==> config.mk <==
export PLATFORM = sky130hd
export DESIGN_NAME = pow2_score_pipe
export DESIGN_NICKNAME = d
export VERILOG_FILES = /design/src/rtl/score_pkg.sv /design/src/rtl/score_argmax.sv /design/src/rtl/pow2_score_pipe.sv
export SDC_FILE = /design/constraint.sdc
export NUM_CORES = 1
export LEC_CHECK = 0
export BUFFER_PORTS_ARGS = -buffer_cell sky130_fd_sc_hd__buf_4
export CAP_MARGIN = 20
export CORE_UTILIZATION = 35
export DETAILED_ROUTE_END_ITERATION = 10
export PLACE_DENSITY_LB_ADDON = 0.05
export SKIP_CTS_REPAIR_TIMING = 1
export SYNTH_ARGS = -nofsm -noshare
export SYNTH_HDL_FRONTEND = slang
export SYNTH_SLANG_ARGS = --single-unit
==> constraint.sdc <==
create_clock -name clk -period 3.7 [get_ports clk]
set_clock_uncertainty 0.2 [all_clocks]
set_input_delay 0.74 -clock clk [delete_from_list [all_inputs] [get_ports clk]]
set_output_delay 0.74 -clock clk [all_outputs]
set_load 0.01 [all_outputs]
==> src/rtl/score_pkg.sv <==
// score_pkg: shared sizing helpers and arithmetic for the power-of-two score pipeline.
//   frac_bits  - fractional bits of the exact internal sum
//   pos_w/neg_w - widths of the unsigned positive/negative partial sums
//   sum_w      - signed width of the exact difference
//   zero_pt    - offset-binary zero point of the output byte
//   saturate   - floor to output resolution, add zero point, clamp
//   cls_w      - class index width
package score_pkg;

  typedef logic signed [63:0] wide_t;

  localparam int N_CLASSES_DEF = 10;
  localparam int CLS_W_DEF     = $clog2(N_CLASSES_DEF);
  typedef logic [CLS_W_DEF-1:0] cls_idx_t;

  function automatic int min_exp(input int pos_bot, input int neg_top, input int n_neg);
    int lo_neg;
    lo_neg = neg_top - n_neg + 1;
    return (lo_neg < pos_bot) ? lo_neg : pos_bot;
  endfunction

  function automatic int frac_bits(input int pos_bot, input int neg_top, input int n_neg);
    int m;
    m = min_exp(pos_bot, neg_top, n_neg);
    return (m < 0) ? -m : 0;
  endfunction

  // Bins span shifts lo..lo+n-1 above the LSB, so the sum is < 2^(cnt_w+lo+n).
  function automatic int pos_w(input int cnt_w, input int n_pos, input int pos_bot, input int f);
    return cnt_w + pos_bot + f + n_pos;
  endfunction

  function automatic int neg_w(input int cnt_w, input int neg_top, input int f);
    return cnt_w + neg_top + f + 1;
  endfunction

  function automatic int sum_w(input int pw, input int nw);
    return ((pw > nw) ? pw : nw) + 1;
  endfunction

  function automatic longint zero_pt(input int score_w);
    return longint'(1) <<< (score_w - 1);
  endfunction

  function automatic int cls_w(input int n);
    return (n > 1) ? $clog2(n) : 1;
  endfunction

  // Arithmetic right shift of a signed value is floor toward minus infinity.
  function automatic logic [31:0] saturate(input wide_t sum, input int f_in,
                                           input int frac_out, input int score_w);
    wide_t v;
    wide_t hi;
    if (f_in >= frac_out) v = sum >>> (f_in - frac_out);
    else                  v = sum <<< (frac_out - f_in);
    v  = v + wide_t'(zero_pt(score_w));
    hi = (wide_t'(1) <<< score_w) - wide_t'(1);
    if (v < 0)       return '0;
    else if (v > hi) return 32'(hi);
    else             return 32'(v);
  endfunction

endpackage

==> src/rtl/score_argmax.sv <==
// score_argmax: tracks the highest score over a frame of N_CLASSES output handshakes.
//   hs_i          - output handshake of the pipeline (one class result)
//   clear_i       - frame abort; re-arms the tracker, suppresses the pulse
//   score_i/class_i - handshaked result
//   best_valid_o  - one-cycle pulse after the last class of a frame
//   best_class_o/best_score_o - frame winner, held until the next frame end
module score_argmax #(
  parameter int SCORE_W   = 8,
  parameter int N_CLASSES = 10,
  parameter int CLS_W     = 4
) (
  input  logic               clk,
  input  logic               rst_n,
  input  logic               hs_i,
  input  logic               clear_i,
  input  logic [SCORE_W-1:0] score_i,
  input  logic [CLS_W-1:0]   class_i,
  output logic               best_valid_o,
  output logic [CLS_W-1:0]   best_class_o,
  output logic [SCORE_W-1:0] best_score_o
);

  logic [CLS_W-1:0]   cnt_q;
  logic [SCORE_W-1:0] run_score_q, best_score_q;
  logic [CLS_W-1:0]   run_class_q, best_class_q;
  logic               best_valid_q;

  logic               take;
  logic               last;
  logic [SCORE_W-1:0] win_score_d;
  logic [CLS_W-1:0]   win_class_d;

  // Strictly-greater replace keeps the lower index on ties.
  always_comb begin
    take        = (cnt_q == '0) || (score_i > run_score_q);
    last        = (cnt_q == CLS_W'(N_CLASSES - 1));
    win_score_d = take ? score_i : run_score_q;
    win_class_d = take ? class_i : run_class_q;
  end

  always_ff @(posedge clk or negedge rst_n) begin
    if (!rst_n) begin
      cnt_q        <= '0;
      run_score_q  <= '0;
      run_class_q  <= '0;
      best_score_q <= '0;
      best_class_q <= '0;
      best_valid_q <= 1'b0;
    end else begin
      best_valid_q <= 1'b0;
      if (clear_i) begin
        cnt_q <= '0;
      end else if (hs_i) begin
        run_score_q <= win_score_d;
        run_class_q <= win_class_d;
        if (last) begin
          cnt_q        <= '0;
          best_score_q <= win_score_d;
          best_class_q <= win_class_d;
          best_valid_q <= 1'b1;
        end else begin
          cnt_q <= cnt_q + CLS_W'(1);
        end
      end
    end
  end

  assign best_valid_o = best_valid_q;
  assign best_class_o = best_class_q;
  assign best_score_o = best_score_q;

endmodule

==> src/rtl/pow2_score_pipe.sv <==
// pow2_score_pipe: per-class score from power-of-two weighted bin counts.
//   in_valid/in_ready, in_neg, in_pos - one class histogram per beat
//   in_clear      - synchronous frame abort (pipeline flushed, counters reset)
//   out_valid/out_ready, out_score, out_class - saturated offset-binary score
//   best_valid, best_class, best_score - frame arg-max from score_argmax
// Three register stages: partial sums, saturated score, output register.
module pow2_score_pipe
  import score_pkg::*;
#(
  parameter int CNT_W       = 8,
  parameter int N_NEG       = 5,
  parameter int N_POS       = 8,
  parameter int NEG_TOP_EXP = -2,
  parameter int POS_BOT_EXP = -6,
  parameter int FRAC_BITS   = 2,
  parameter int SCORE_W     = 8,
  parameter int N_CLASSES   = 10,
  localparam int CLS_W      = cls_w(N_CLASSES)
) (
  input  logic                        clk,
  input  logic                        rst_n,
  input  logic                        in_valid,
  output logic                        in_ready,
  input  logic [N_NEG-1:0][CNT_W-1:0] in_neg,
  input  logic [N_POS-1:0][CNT_W-1:0] in_pos,
  input  logic                        in_clear,
  output logic                        out_valid,
  input  logic                        out_ready,
  output logic [SCORE_W-1:0]          out_score,
  output logic [CLS_W-1:0]            out_class,
  output logic                        best_valid,
  output logic [CLS_W-1:0]            best_class,
  output logic [SCORE_W-1:0]          best_score
);

  localparam int F  = frac_bits(POS_BOT_EXP, NEG_TOP_EXP, N_NEG);
  localparam int PW = pos_w(CNT_W, N_POS, POS_BOT_EXP, F);
  localparam int NW = neg_w(CNT_W, NEG_TOP_EXP, F);
  localparam int SW = sum_w(PW, NW);

  logic               rdy_q;
  logic               en;
  logic               accept;

  logic [PW-1:0]      pos_sum_d, pos_sum_q;
  logic [NW-1:0]      neg_sum_d, neg_sum_q;
  logic signed [SW-1:0] diff;
  logic [SCORE_W-1:0] score_d, score_q, out_score_q;

  logic               v1_q, v2_q, out_valid_q;
  logic [CLS_W-1:0]   cls_cnt_q, cls1_q, cls2_q, out_class_q;

  // rdy_q keeps in_ready low while reset is asserted.
  assign en       = !out_valid_q || out_ready;
  assign in_ready = rdy_q && en && !in_clear;
  assign accept   = in_valid && in_ready;

  // Every bin lands on an integer shift because F covers the smallest exponent.
  always_comb begin
    pos_sum_d = '0;
    for (int j = 0; j < N_POS; j++) begin
      pos_sum_d = pos_sum_d + (PW'(in_pos[j]) << (POS_BOT_EXP + F + j));
    end
    neg_sum_d = '0;
    for (int i = 0; i < N_NEG; i++) begin
      neg_sum_d = neg_sum_d + (NW'(in_neg[i]) << (NEG_TOP_EXP + F - i));
    end
  end

  always_comb begin
    diff    = $signed(SW'(pos_sum_q)) - $signed(SW'(neg_sum_q));
    score_d = SCORE_W'(saturate(wide_t'(diff), F, FRAC_BITS, SCORE_W));
  end

  always_ff @(posedge clk or negedge rst_n) begin
    if (!rst_n) begin
      rdy_q       <= 1'b0;
      v1_q        <= 1'b0;
      v2_q        <= 1'b0;
      out_valid_q <= 1'b0;
      cls_cnt_q   <= '0;
      cls1_q      <= '0;
      cls2_q      <= '0;
      out_class_q <= '0;
      pos_sum_q   <= '0;
      neg_sum_q   <= '0;
      score_q     <= '0;
      out_score_q <= '0;
    end else begin
      rdy_q <= 1'b1;
      if (in_clear) begin
        v1_q        <= 1'b0;
        v2_q        <= 1'b0;
        out_valid_q <= 1'b0;
        cls_cnt_q   <= '0;
      end else if (en) begin
        v1_q        <= accept;
        v2_q        <= v1_q;
        out_valid_q <= v2_q;
        if (accept) begin
          cls_cnt_q <= (cls_cnt_q == CLS_W'(N_CLASSES - 1)) ? '0 : cls_cnt_q + CLS_W'(1);
        end
      end
      if (en) begin
        pos_sum_q   <= pos_sum_d;
        neg_sum_q   <= neg_sum_d;
        cls1_q      <= cls_cnt_q;
        score_q     <= score_d;
        cls2_q      <= cls1_q;
        out_score_q <= score_q;
        out_class_q <= cls2_q;
      end
    end
  end

  assign out_valid = out_valid_q;
  assign out_score = out_score_q;
  assign out_class = out_class_q;

  score_argmax #(
    .SCORE_W  (SCORE_W),
    .N_CLASSES(N_CLASSES),
    .CLS_W    (CLS_W)
  ) u_argmax (
    .clk         (clk),
    .rst_n       (rst_n),
    .hs_i        (out_valid_q && out_ready),
    .clear_i     (in_clear),
    .score_i     (out_score_q),
    .class_i     (out_class_q),
    .best_valid_o(best_valid),
    .best_class_o(best_class),
    .best_score_o(best_score)
  );

endmodule

==> run summary <==
### Power
* **largest vdd supply drop** 0.000456 V
* **internal power** 3.93 mW
* **part of the total power dissipated in sequential elements** 21.5%
* **clock power share** 12.9%
* **Total Power Consumption** 6.61 mW
* **static leakage** 4.54 nW
* **Sw Ratio** 40.6%
* **relative contribution of combinational cells to total power** 65.6%
* **sw power** 2.69 mW
* **power per cell area** 722 nW/um^2

### Drt
* **count of vias placed by the detailed router** 5,478
* **DRC violations left** 0
* **detailed-routing iteration count for the pre-antenna-repair pass** 5
* **Routed Wire Length** 14,600 um
* **detail-routed via count per cell** 4.75
* **post-route antenna net violation count** 0
* **initial drt markers** 158
* **final routed wire length divided by cell count** 12.7 um

### Floorplan
* **Ports** 136
* **initial core utilization** 36.1%
* **cell row count** 51
* **die area** 20,900 um^2
* **Core Area** 19,700 um^2
* **width of the die** 144 um
* **vertical extent of the die** 144 um

### Synthesis
* **share of Yosys cell area claimed by the top area cell type** 33.1%
* **Async S/R FF share, synth** 100%
* **number of instances in the synthesized netlist** 723
* **post-synthesis cell area** 7100 um^2
* **Synth cell types** 59
* **mean instance size in the synthesized netlist** 9.82 um^2
* **primary flip-flop cell chosen by synthesis mapping** dfrtp_1
* **total nets after synthesis** 964
* **most frequent cells after synthesis** nand2_1 (109), dfrtp_1 (94), inv_1 (90)
* **Synth Register Bits** 94
* **most instantiated library cell after synthesis** nand2_1
* **Area contributors post-synth** dfrtp_1 (33%), fa_1 (16%), ha_1 (13%)
* **largest area contributor in the netlist** dfrtp_1
* **EDFF count, synth** 0
* **Yosys warnings** 0
* **part of the Yosys area used for sequential elements** 33.1%

### STA
* **worst-margin pin slew** 1.06 ns
* **RSZ-0062 raised after global routing** yes
* **pins over their slew limit** 0
* **final critical delay including setup and external delays** 4.53 ns
* **Final Hold Fails** 0
* **relative slew slack** 29.4%
* **Tcrit/Tclk final** 122%
* **post-route worst setup slack** -0.829 ns
* **Final Setup Violations** 9
* **setup total negative slack** -3.84 ns
* **Fmax achieved** 221 MHz

### Placement
* **number of I/O port buffers** 135
* **weighted congestion reported at the end of routability-driven placement** 0.821
* **HPWL after detailed placement** 11,500 um
* **Area after DPL** 8620 um^2

### Critical path
* **Max Fanout on Critical Path** 3
* **element type at the critical path end** flop
* **launch point of the worst reg-to-reg path** pos_sum_q[8]
* **crit-path cells** buf_6 -> inv_2 -> fa_1 -> inv_2 -> fa_1 -> inv_1 -> fa_1 -> inv_2 -> ha_4 -> ha_4 -> fa_2 -> a21o_1 -> a21oi_2 -> o21bai_1 -> a21oi_2 -> o21bai_2 -> a21o_1 -> a2111oi_4 -> a211o_1
* **destination of the worst register-to-register timing path** score_q[7]
* **buffers and inverters on the worst path** 5
* **Startpoint Class** input pin
* **Arrival @ worst endpoint** 4.61 ns
* **required arrival time at the worst endpoint** 3.78 ns
* **Slowest-stage cell, CP** fa_1
* **cell depth of the worst flop-to-flop path** 13
* **setup slack of the most critical reg-to-reg path** 0.20 ns
* **Slowest Stage Delay on Critical Path** 0.54 ns
* **crit path kind** input pin to flop
* **Worst path top cell family by delay** adder cells

### Global routing
* **wire length of the first global-routing pass** 24,500 um
* **Remaining Overflow, GRT** 0
* **total global-route track usage** 14.7%
* **antenna violations before repair** 0
* **via count of the first global-routing pass** 5,517
* **maximum number of pins on one net before global-route repair** 56

### Clocking
* **clock root cell** clkbuf_16
* **TritonCTS clock tree** built
* **clock input transition at the sequential cells of the worst setup and hold paths** 0.06 ns
* **clock insertion delay at the later pin of the skew report** 0.35 ns
* **clock tree buffer depth** 2
* **H-tree level count** 3
* **CTS buffer count** 9
* **clk sinks** 94

### Flow run
* **max-cap check violation count** 0

### Cells and area
* **proportion of layout cells with a drive suffix above 1** 29.3%
* **# fillers** 1,955
* **synthesis-to-layout area growth** 28.9%
* **Antenna Cells** 0
* **Final Instance Area** 9160 um^2
* **number of nets in the layout** 1,125

### Run status
* **outcome** finished, violations left
* **violations in the final reports** negative setup slack

### Min path
* **class of the worst hold path** input pin to asynchronous set/reset pin

## stage by stage
step	utilization [%]	setup WS [ns]	hold WS, ns	std cells
final	46.6	-0.829	0.249	1153
after global routing	46.6	-1.02	0.296	1153
after CTS	45.2	-0.993	0.269	1148
after detailed placement	43.9	-1.35	0.255	1133
after global placement	43.9	-1.26	0.246	1133
after floorplan	-	-1.07	0.229	723
## power groups by stage
| stage | sequential (mW) | clock (mW) | combinational (mW) |
|---|---|---|---|
| final | 1.42 | 0.855 | 4.34 |
| after global routing | 1.45 | 0.925 | 4.86 |
| after CTS | 1.42 | 0.888 | 3.90 |
| after detailed placement | 1.44 | 0 | 3.86 |
| after global placement | 1.43 | 0 | 3.80 |
| after floorplan | 1.39 | 0 | 2.82 |
## kinds of logic (layout without fill, tap and decap cells)
logic type / after synthesis / in the layout / synth area share (%)
buffers and inverters: 111 / 276 / 6.22
AND/OR/NAND/NOR: 204 / 204 / 12.8
multiplexers: 28 / 28 / 4.18
AO/OA/AOI/OAI: 131 / 131 / 11.5
flip-flops: 94 / 94 / 33.1
adder cells (fa/ha/maj): 132 / 132 / 29.4
XOR/XNOR: 22 / 22 / 2.71
other: 1 / 1 / 0.0528
## placed cells by master (no fill, tap or decap), types with 5 or more instances in the layout
| master | synthesis | layout |
|---|---|---|
| fa_1 | 58 | 56 |
| o21ai_0 | 32 | 25 |
| clkbuf_16 | 0 | 9 |
| mux2_2 | 13 | 13 |
| xnor2_1 | 13 | 8 |
| ha_4 | 0 | 5 |
| nand4_1 | 5 | 5 |
| inv_1 | 90 | 81 |
| a21oi_1 | 48 | 38 |
| inv_2 | 0 | 8 |
| buf_4 | 0 | 167 |
| nor2_1 | 45 | 45 |
| ha_1 | 74 | 67 |
| xnor2_2 | 0 | 5 |
| a31oi_1 | 11 | 11 |
| o21ai_1 | 2 | 5 |
| xor2_1 | 9 | 9 |
| a21oi_2 | 1 | 10 |
| dfrtp_1 | 94 | 94 |
| a21o_1 | 7 | 7 |
| mux2i_1 | 15 | 15 |
| nand2_1 | 109 | 109 |
| nand3_1 | 12 | 12 |
## how the worst max path moves through the flow
stage                     slack, ns  depth (start not counted)       start             to
after global routing          -1.02                         19  in_pos[26]  pos_sum_q[15]
after global placement        -1.26                         19  in_pos[40]  pos_sum_q[15]
final                         -0.83                         19  in_pos[26]  pos_sum_q[15]
after detailed placement      -1.35                         19  in_pos[40]  pos_sum_q[15]
after CTS                     -0.99                         19  in_pos[40]  pos_sum_q[15]
after floorplan               -1.07                         18  in_pos[40]  pos_sum_q[15]
## routing by layer
layer	global-route usage, %	wire, um	vias up
li1	-	-	2716
met1	19.2	6890	2654
met2	24.6	7040	98
met3	2.62	506	10
met4	4.60	199	0
met5	0	0	-
## state kept, by name, indices dropped and copies added (netlist names), 4 cells and up
signal                 flops
cls1_q                     4
u_argmax.best_class_o      4
cls_cnt_q                  4
u_argmax.best_score_o      8
u_argmax.run_class_q       4
out_score                  8
neg_sum_q                 13
u_argmax.run_score_q       8
pos_sum_q                 16
score_q                    8
out_class                  4
u_argmax.cnt_q             4
cls2_q                     4
## final cells by class
class | instances | area, um^2 | share of cell area (%)
tap | 265 | 332 | 3.62
clock buffer | 11 | 243 | 2.65
inverter | 90 | 345 | 3.77
multi-input combinational | 518 | 4560 | 49.8
clock inverter | 4 | 23.8 | 0.260
timing repair buffer | 171 | 1300 | 14.2
sequential | 94 | 2350 | 25.7
Power figures use the tool's default switching activity.
